## src/rtl/pc_sequencer.sv

```systemverilog
`default_nettype none
// ============================================================================
// Module      : pc_sequencer
// Description : Multi-cycle fetch/execute/memory sequencer for a Hack-style
//               datapath (PC, A/D registers, ALU, data memory).
// Revision    : 1.0 - initial release
// ============================================================================

module pc_sequencer #(
    parameter int BOOT_CYCLES = 2
) (
    input  logic        clk,
    input  logic        reset,
    input  logic        run,
    input  logic [15:0] instr,
    input  logic        instr_valid,
    output logic        instr_req,
    input  logic        mem_ready,
    output logic        mem_req,
    output logic        mem_write,
    input  logic        zr,
    input  logic        ng,
    output logic        pc_reset,
    output logic        pc_load,
    output logic        pc_inc,
    output logic        a_load,
    output logic        a_sel,
    output logic        d_load,
    output logic        am_sel,
    output logic [5:0]  alu_ctrl,
    output logic [2:0]  state,
    output logic [15:0] retired
);

    typedef enum logic [2:0] {
        ST_BOOT  = 3'd0,
        ST_IDLE  = 3'd1,
        ST_FETCH = 3'd2,
        ST_EXEC  = 3'd3,
        ST_MEM   = 3'd4
    } state_t;

    localparam logic [3:0] C_BOOT_LAST = 4'(BOOT_CYCLES - 1);

    state_t      state_q, state_d;
    logic [3:0]  boot_cnt_q, boot_cnt_d;
    logic [15:0] ir_q, ir_d;
    logic [15:0] retired_q, retired_d;

    logic w_needs_mem;
    logic w_jump;
    logic w_writeback;
    logic w_retire;
    logic w_unused_ir;

    assign w_needs_mem = ir_q[12] | ir_q[3];
    assign w_jump      = (ir_q[2] & ng) | (ir_q[1] & zr) | (ir_q[0] & ~ng & ~zr);
    assign w_unused_ir = ^ir_q[14:13];

    // Strobes are decoded from the registered state so that reset drops any
    // outstanding request at once and writeback can react to same-cycle
    // mem_ready and ALU flags.
    always_comb begin
        state_d     = state_q;
        boot_cnt_d  = boot_cnt_q;
        ir_d        = ir_q;
        w_writeback = 1'b0;
        w_retire    = 1'b0;
        instr_req   = 1'b0;
        mem_req     = 1'b0;
        mem_write   = 1'b0;
        pc_reset    = 1'b0;
        pc_load     = 1'b0;
        pc_inc      = 1'b0;
        a_load      = 1'b0;
        a_sel       = 1'b0;
        d_load      = 1'b0;
        am_sel      = 1'b0;
        alu_ctrl    = 6'd0;

        case (state_q)
            ST_BOOT: begin
                pc_reset = 1'b1;
                if (boot_cnt_q == C_BOOT_LAST) begin
                    state_d = run ? ST_FETCH : ST_IDLE;
                end else begin
                    boot_cnt_d = boot_cnt_q + 4'd1;
                end
            end
            ST_IDLE: begin
                if (run) begin
                    state_d = ST_FETCH;
                end
            end
            ST_FETCH: begin
                if (!run) begin
                    state_d = ST_IDLE;
                end else begin
                    instr_req = 1'b1;
                    if (instr_valid) begin
                        ir_d    = instr;
                        state_d = ST_EXEC;
                    end
                end
            end
            ST_EXEC: begin
                if (!ir_q[15]) begin
                    a_load   = 1'b1;
                    pc_inc   = 1'b1;
                    w_retire = 1'b1;
                    state_d  = ST_FETCH;
                end else begin
                    alu_ctrl = ir_q[11:6];
                    am_sel   = ir_q[12];
                    if (w_needs_mem) begin
                        state_d = ST_MEM;
                    end else begin
                        w_writeback = 1'b1;
                        state_d     = ST_FETCH;
                    end
                end
            end
            ST_MEM: begin
                alu_ctrl  = ir_q[11:6];
                am_sel    = ir_q[12];
                mem_req   = 1'b1;
                mem_write = ir_q[3];
                if (mem_ready) begin
                    w_writeback = 1'b1;
                    state_d     = ST_FETCH;
                end
            end
            default: begin
                state_d = ST_BOOT;
            end
        endcase

        // The PC samples A on this same edge, so a jump targets the old A.
        if (w_writeback) begin
            d_load   = ir_q[4];
            a_load   = ir_q[5];
            a_sel    = 1'b1;
            pc_load  = w_jump;
            pc_inc   = ~w_jump;
            w_retire = 1'b1;
        end
    end

    assign retired_d = w_retire ? (retired_q + 16'd1) : retired_q;

    always_ff @(posedge clk or negedge reset) begin
        if (!reset) begin
            state_q    <= ST_BOOT;
            boot_cnt_q <= 4'd0;
            ir_q       <= 16'd0;
            retired_q  <= 16'd0;
        end else begin
            state_q    <= state_d;
            boot_cnt_q <= boot_cnt_d;
            ir_q       <= ir_d;
            retired_q  <= retired_d;
        end
    end

    assign state   = state_q;
    assign retired = retired_q;

endmodule

`default_nettype wire

```

## config.mk

```make
export PLATFORM = sky130hd
export DESIGN_NAME = pc_sequencer
export DESIGN_NICKNAME = d
export VERILOG_FILES = /design/src/rtl/pc_sequencer.sv
export SDC_FILE = /design/constraint.sdc
export NUM_CORES = 1
export LEC_CHECK = 0
export CAP_MARGIN = 25
export CORE_ASPECT_RATIO = 2
export CORE_MARGIN = 2
export CORE_UTILIZATION = 30
export DETAILED_ROUTE_END_ITERATION = 16
export PLACE_DENSITY = 0.57
export REMOVE_ABC_BUFFERS = 1
export SYNTH_ARGS = -nofsm -noshare
export SYNTH_HDL_FRONTEND = slang
export SYNTH_SLANG_ARGS = --single-unit
```

## constraint.sdc

```tcl
create_clock -name clk -period 2.3 [get_ports clk]
set_input_delay 0.69 -clock clk [delete_from_list [all_inputs] [get_ports clk]]
set_output_delay 0.69 -clock clk [all_outputs]
set_load 0.05 [all_outputs]
```

==> results of run 1 <==
-- path summary, 6_finish.rpt --
kind	from	endpoint	slack, ps	cells after the start
worst max-delay path	state[2]	d_load	-80	7
worst min-delay path	reset	state[1]	440	2
worst max register to register	state[2]	retired[15]	490	6
worst min register to register	retired[15]	retired[15]	480	1
max in group asynchronous	reset	retired[4]	1520	2
min in group clk	retired[15]	retired[15]	480	1
-- power by group through the flow --
| stage | Sequential, mW | Clock [mW] | Combinational [mW] |
|---|---|---|---|
| 5_1_grt | 1.04 | 0.852 | 1.99 |
| 4_1_cts | 1.01 | 0.827 | 1.87 |
| 2_1_floorplan | 1.22 | 0 | 0.777 |
| 6_report | 1.01 | 0.812 | 1.89 |
| 3_3_place_gp | 1.00 | 0 | 1.71 |
| 3_5_place_dp | 1.00 | 0 | 1.72 |
-- per-stage QoR --
| stage | area (um^2) | utilization | hold WS [ps] |
|---|---|---|---|
| 6_report | 2980 | 0.504 | 440 |
| 5_1_grt | 2980 | 0.504 | 497 |
| 4_1_cts | 2950 | 0.499 | 475 |
| 3_5_place_dp | 2640 | 0.447 | 476 |
| 3_3_place_gp | 2640 | 0.447 | 465 |
| 2_1_floorplan | 1780 | - | 394 |
-- routing by layer --
metal	up-vias	GRT usage	part of all wire
li1	697	-	-
met1	712	0.186	0.44
met2	55	0.206	0.47
met3	6	0.0442	0.072
met4	0	0.0515	0.017
met5	-	0	0
-- final cells by class --
class / instances / share of cell area
Timing Repair Buffer: 75 / 0.290
Multi-Input combinational cell: 110 / 0.304
Clock inverter: 2 / 0.0126
Tap cell: 63 / 0.0265
Clock buffer: 6 / 0.0466
Sequential cell: 37 / 0.311
Inverter: 5 / 0.00882
-- flip-flops by register name, summed over array words and instances (netlist names) --
name,count
retired,16
boot_cnt_q,4
ir_q,14
state,3
-- layout by cell type (no fill, tap or decap), types with 2 or more instances in the layout --
cell and instances:
dfrtp_1 37, clkdlybuf4s50_1 29, buf_4 20, buf_12 16, mux2_2 14, xor2_1 13
nand2_1 9, nor2_1 8, and2_4 7, nand3_1 5, xnor2_1 5, clkbuf_16 5
nor2_2 4, nor4_1 4, buf_6 4, nor3_1 3, a21oi_1 3, nand4_1 3
ha_1 3, dlygate4sd2_1 3, nand2b_4 2, inv_1 2, o22ai_1 2, nor4b_1 2
-- critical path, stage by stage, from the launching register on --
cell	delay [ps]
dfrtp_1	410
buf_6	140
and4b_1	250
a22oi_2	60
buf_4	160
buf_6	120
nor2b_4	120
buf_12	140
-- timing repair --
action                     CTS  global route
setup buffers                8             2
setup endpoints to repair   12            14
resized for setup           28             6
pin swaps                   11             3
-- cell families after synthesis --
group / count (synthesis) / share of synthesized area
muxes: 16 / 0.101
AOI/OAI and AO/OA: 13 / 0.0580
buffers and inverters: 8 / 0.0283
DFF: 37 / 0.511
xor gates and xnor gates: 18 / 0.0870
and+or+nand+nor: 60 / 0.194
adders and majority gates: 3 / 0.0207
==> metrics.txt, run 1 <==
status finished, violations left; violated checks design-rule violations, negative setup slack; Final min period 2380 ps; Post-synth ARST share 1.00; CP startpoint kind register; Clock Sink Count 37; dpl ws -266 ps; post-route ant nets 0; largest net degree at the start of global routing 38; drt wl/cell 14.3 um; top cells by count, synth dfrtp_1, mux2_2, xor2_1; Psw 1.45 mW; Starting Density 0.307; Slew @ Worst Pin 510 ps; die height 114 um; CTS H-Tree Depth 2; Final setup viols 11; layout cell share with drive strength beyond 1 0.391; Yosys warning count 0; total track usage 0.138; Flop pwr share 0.273; vias in the first global route 1526; Area contributors post-synth dfrtp_1, mux2_2, xor2_1; final slew viol count 0; Multi-input gate area 907 um^2; wirelength, routed 4.26 mm; Root Driver clkbuf_16; Sw Ratio 0.389; Comb power frac 0.509; worst vdd ir 774 uV; Remaining DRCs 4; DR pass1 iterations 10; FF/Latch Area 926 um^2; CTS tree built; Hold Path Class input pin to asynchronous set/reset pin; diode count 0; Final WS setup -82.5 ps; Relative slew margins 0.659; GRT overflow 0; first-pass GRT wire length 7.18 mm; I/O pin count 58; Internal 2.27 mW; fmax 420 MHz; antenna violations before repair 0; fin nets 260; Placed Cells 281; Via density 4.93; Synth cell types 38; period utilization 1.04; RSZ-0062 raised after global routing yes; Max Cap Violations 0; global placement routability congestion 0.745; crit path kind register to primary output; Synth top area share 0.511; Reg clk slew, reported paths 60 ps; setup_tns -318 ps; Synth Flop Type dfrtp_1; crit end category primary output; required time of the critical path 1610 ps; synthesized area 1810 um^2; num rows 40; Gate Count Post-Synth 155; fin cells 298; area of the die 6710 um^2; Final Hold Vio Count 0; Seq cells post-synth 37; most frequent cell after synthesis dfrtp_1; P per Cell Area 1250 nW/um^2; die width 59.0 um; Post-CTS Hold Fix Bufs 0; Leak Pwr 1.35 nW; Initial DRC Count 36; EDFF count, synth 0; CTS Buffer Depth 2; worst skew pair latency 280 ps; core footprint 5910 um^2; Pwr Total 3.72 mW; CTS buffer count 5; Via Count 1470; Fillers 560; Post-Syn Area per Cell 11.7 um^2; dpl hpwl 2.85 mm; crit path max fanout 4; top cell type by total area after synthesis dfrtp_1; Clk pwr share 0.219; sequential-to-total area share from yosys stat 0.511; crit path DAT 1690 ps; IO buf count 55; area delta synth->final 64.4%; skew final 3.07 ps
Power figures use the tool's default switching activity.
==> inputs of run 2 (changes only) <==
Settings changed: CORE_UTILIZATION 30 to 46, PLACE_DENSITY 0.57 to 0.81.
==> run 2 against run 1 <==
Effect of this change:
- the flow finishes with violations (negative setup slack)
- non-clock buffer count unchanged
- cell area decreased by 4.2%
- critical path type unchanged
- global-route usage increased by 8.0 points
- wire length increased by 5.1%
- critical endpoint is now pc_inc
- cell count decreased by 4.0%
==> metrics.txt, run 2 (synthesized netlist as in run 1, its figures left out) <==
GRT overflow 0 (unchanged); CP startpoint kind register; diode count 0 (unchanged); Clock Sink Count 37 (unchanged); drt wl/cell 15.6 um (+9.5%); commonest non-fill, non-tap cells in the layout dfrtp_1, clkdlybuf4s50_1, buf_4, mux2_2, buf_12; Flop pwr share 0.306 (+0.033); Worst path depth 6 (-1); area of the die 4490 um^2 (-33%); CP Cell Sequence buf_6 > and4b_1 > a22oi_2 > a21oi_4 > nor2_4 > buf_12; status finished, violations left; dpl hpwl 3.26 mm (+14%); Relative slew margins 0.667 (+0.00813); Reg clk slew, reported paths 70 ps (about the same); worst flop-to-flop path startpoint state[2]; layout cell share with drive strength beyond 1 0.366 (-0.0255); Remaining DRCs 0 (-4); Internal 1.93 mW (-15%); area delta synth->final 57.5%; num rows 32 (-20%); R2R depth 6 (unchanged); P per Cell Area 1170 nW/um^2 (-6.1%); CTS buffer count 5 (unchanged); CTS Buffer Depth 2 (unchanged); crit path kind register to primary output; Sw Ratio 0.422 (+0.0328); Initial DRC Count 9 (-75%); Via Count 1443 (-1.8%); Clk pwr share 0.130 (-0.089); post-route ant nets 0 (unchanged); Slowest cell on crit path dfrtp_1; Final setup viols 12 (+1); crit path to pc_inc; Fillers 269 (-52%); final slew viol count 0 (unchanged); Worst setup startpoint state[0]; max FFs per register 16 (unchanged); crit path max fanout 4 (unchanged); Hold Path Class input pin to asynchronous set/reset pin; commonest non-fill, non-tap cell in the layout dfrtp_1; Psw 1.41 mW (-2.6%); total track usage 0.219 (+0.0804); fin util 0.750 (+0.246); global placement routability congestion 0.788 (+5.8%); DR pass1 iterations 4 (-6); Post-CTS Hold Fix Bufs 0 (unchanged); fmax 417 MHz (-0.59%); skew final 5.10 ps (+2.03 ps); CTS tree built; worst skew pair latency 290 ps (about the same); Pwr Total 3.34 mW (-10%); setup_tns -459 ps (-141 ps); I/O pin count 58 (unchanged); Comb power frac 0.564 (+0.055); vias in the first global route 1528 (+0.13%); antenna violations before repair 0 (unchanged); Final WS setup -96.6 ps (-14.1 ps); Leak Pwr 1.28 nW (-4.8%); worst vdd ir 997 uV (+29%); R2R Setup Slk 420 ps (-70 ps); Worst path max stage delay 420 ps (about the same); CTS H-Tree Depth 2 (unchanged); violated checks negative setup slack; Via density 5.05 (+2.3%); reg2reg end retired[15]; period utilization 1.04 (+0.00612); RSZ-0062 raised after global routing yes; Placed Cells 273 (-2.8%); wirelength, routed 4.47 mm (+5.1%); Slew @ Worst Pin 498 ps (-12.9 ps); Final min period 2400 ps (+14.1 ps); Final Hold Vio Count 0 (unchanged); first-pass GRT wire length 7.41 mm (+3.3%); core footprint 3800 um^2 (-36%); Bufs and invs on worst path 2 (-2); fin nets 260 (unchanged); top cell family by delay on the critical path flip-flops; required time of the critical path 1610 ps (about the same); Root Driver clkbuf_8; die width 48.4 um (-18%); IO buf count 55 (unchanged); crit end category primary output; Starting Density 0.476 (+0.170); crit path DAT 1710 ps (+20 ps); largest net degree at the start of global routing 17 (-55%); die height 92.8 um (-19%); fin cells 286 (-4.0%); Max Cap Violations 0 (unchanged)
-- run 2: cell type report --
class                           instances  area [um^2]  area share
Multi-Input combinational cell        110          917       0.321
Timing Repair Buffer                   75          842       0.295
Sequential cell                        37          926       0.325
Inverter                                5         23.8     0.00833
Clock buffer                            8         80.1      0.0281
Tap cell                               51         63.8      0.0224
-- run 2: worst min-delay path by stage --
stage	startpoint	cells after the start	to
4_1_cts	reset	1	ir_q[5]
3_5_place_dp	retired[15]	1	retired[15]
3_3_place_gp	retired[15]	1	retired[15]
2_1_floorplan	reset	0	boot_cnt_q[0]
5_1_grt	reset	1	ir_q[5]
6_report	reset	1	ir_q[5]
-- run 2: timing repair --
action,in CTS,in global routing
setup endpoints to repair,12,13
pin swaps,9,11
setup buffers,5,1
endpoints found under the hold margin,0,0
resized for setup,32,3
-- run 2: per-layer routing --
metal  GRT usage  share of wire  vias to the layer above
met4       0.107          0.025                        0
met3      0.0387          0.036                        9
met5           0              0                        -
li1            -              -                      697
met2       0.414           0.57                       40
met1       0.226           0.37                      697
-- run 2: worst reg2reg max path: stages (launching register included) --
cell     delay (ps)
dfrtp_1         420
buf_6           140
and2b_2         270
a32oi_4         150
buf_4           230
nor4b_1         400
xor2_1          180
-- run 2: power groups by stage --
stage | Clock (mW) | Combinational, mW | Sequential (mW)
4_1_cts | 0.440 | 1.88 | 1.02
5_1_grt | 0.465 | 1.99 | 1.05
2_1_floorplan | 0 | 0.777 | 1.22
3_3_place_gp | 0 | 1.72 | 0.999
3_5_place_dp | 0 | 1.75 | 1.01
6_report | 0.434 | 1.88 | 1.02
-- run 2: through the flow --
| step | area, um^2 | setup WS, ps | hold slack (ps) |
|---|---|---|---|
| 3_5_place_dp | 2630 | -247 | 464 |
| 4_1_cts | 2840 | -99.4 | 308 |
| 6_report | 2850 | -96.6 | 297 |
| 5_1_grt | 2850 | -161 | 316 |
| 2_1_floorplan | 1780 | -987 | 394 |
| 3_3_place_gp | 2630 | -266 | 456 |
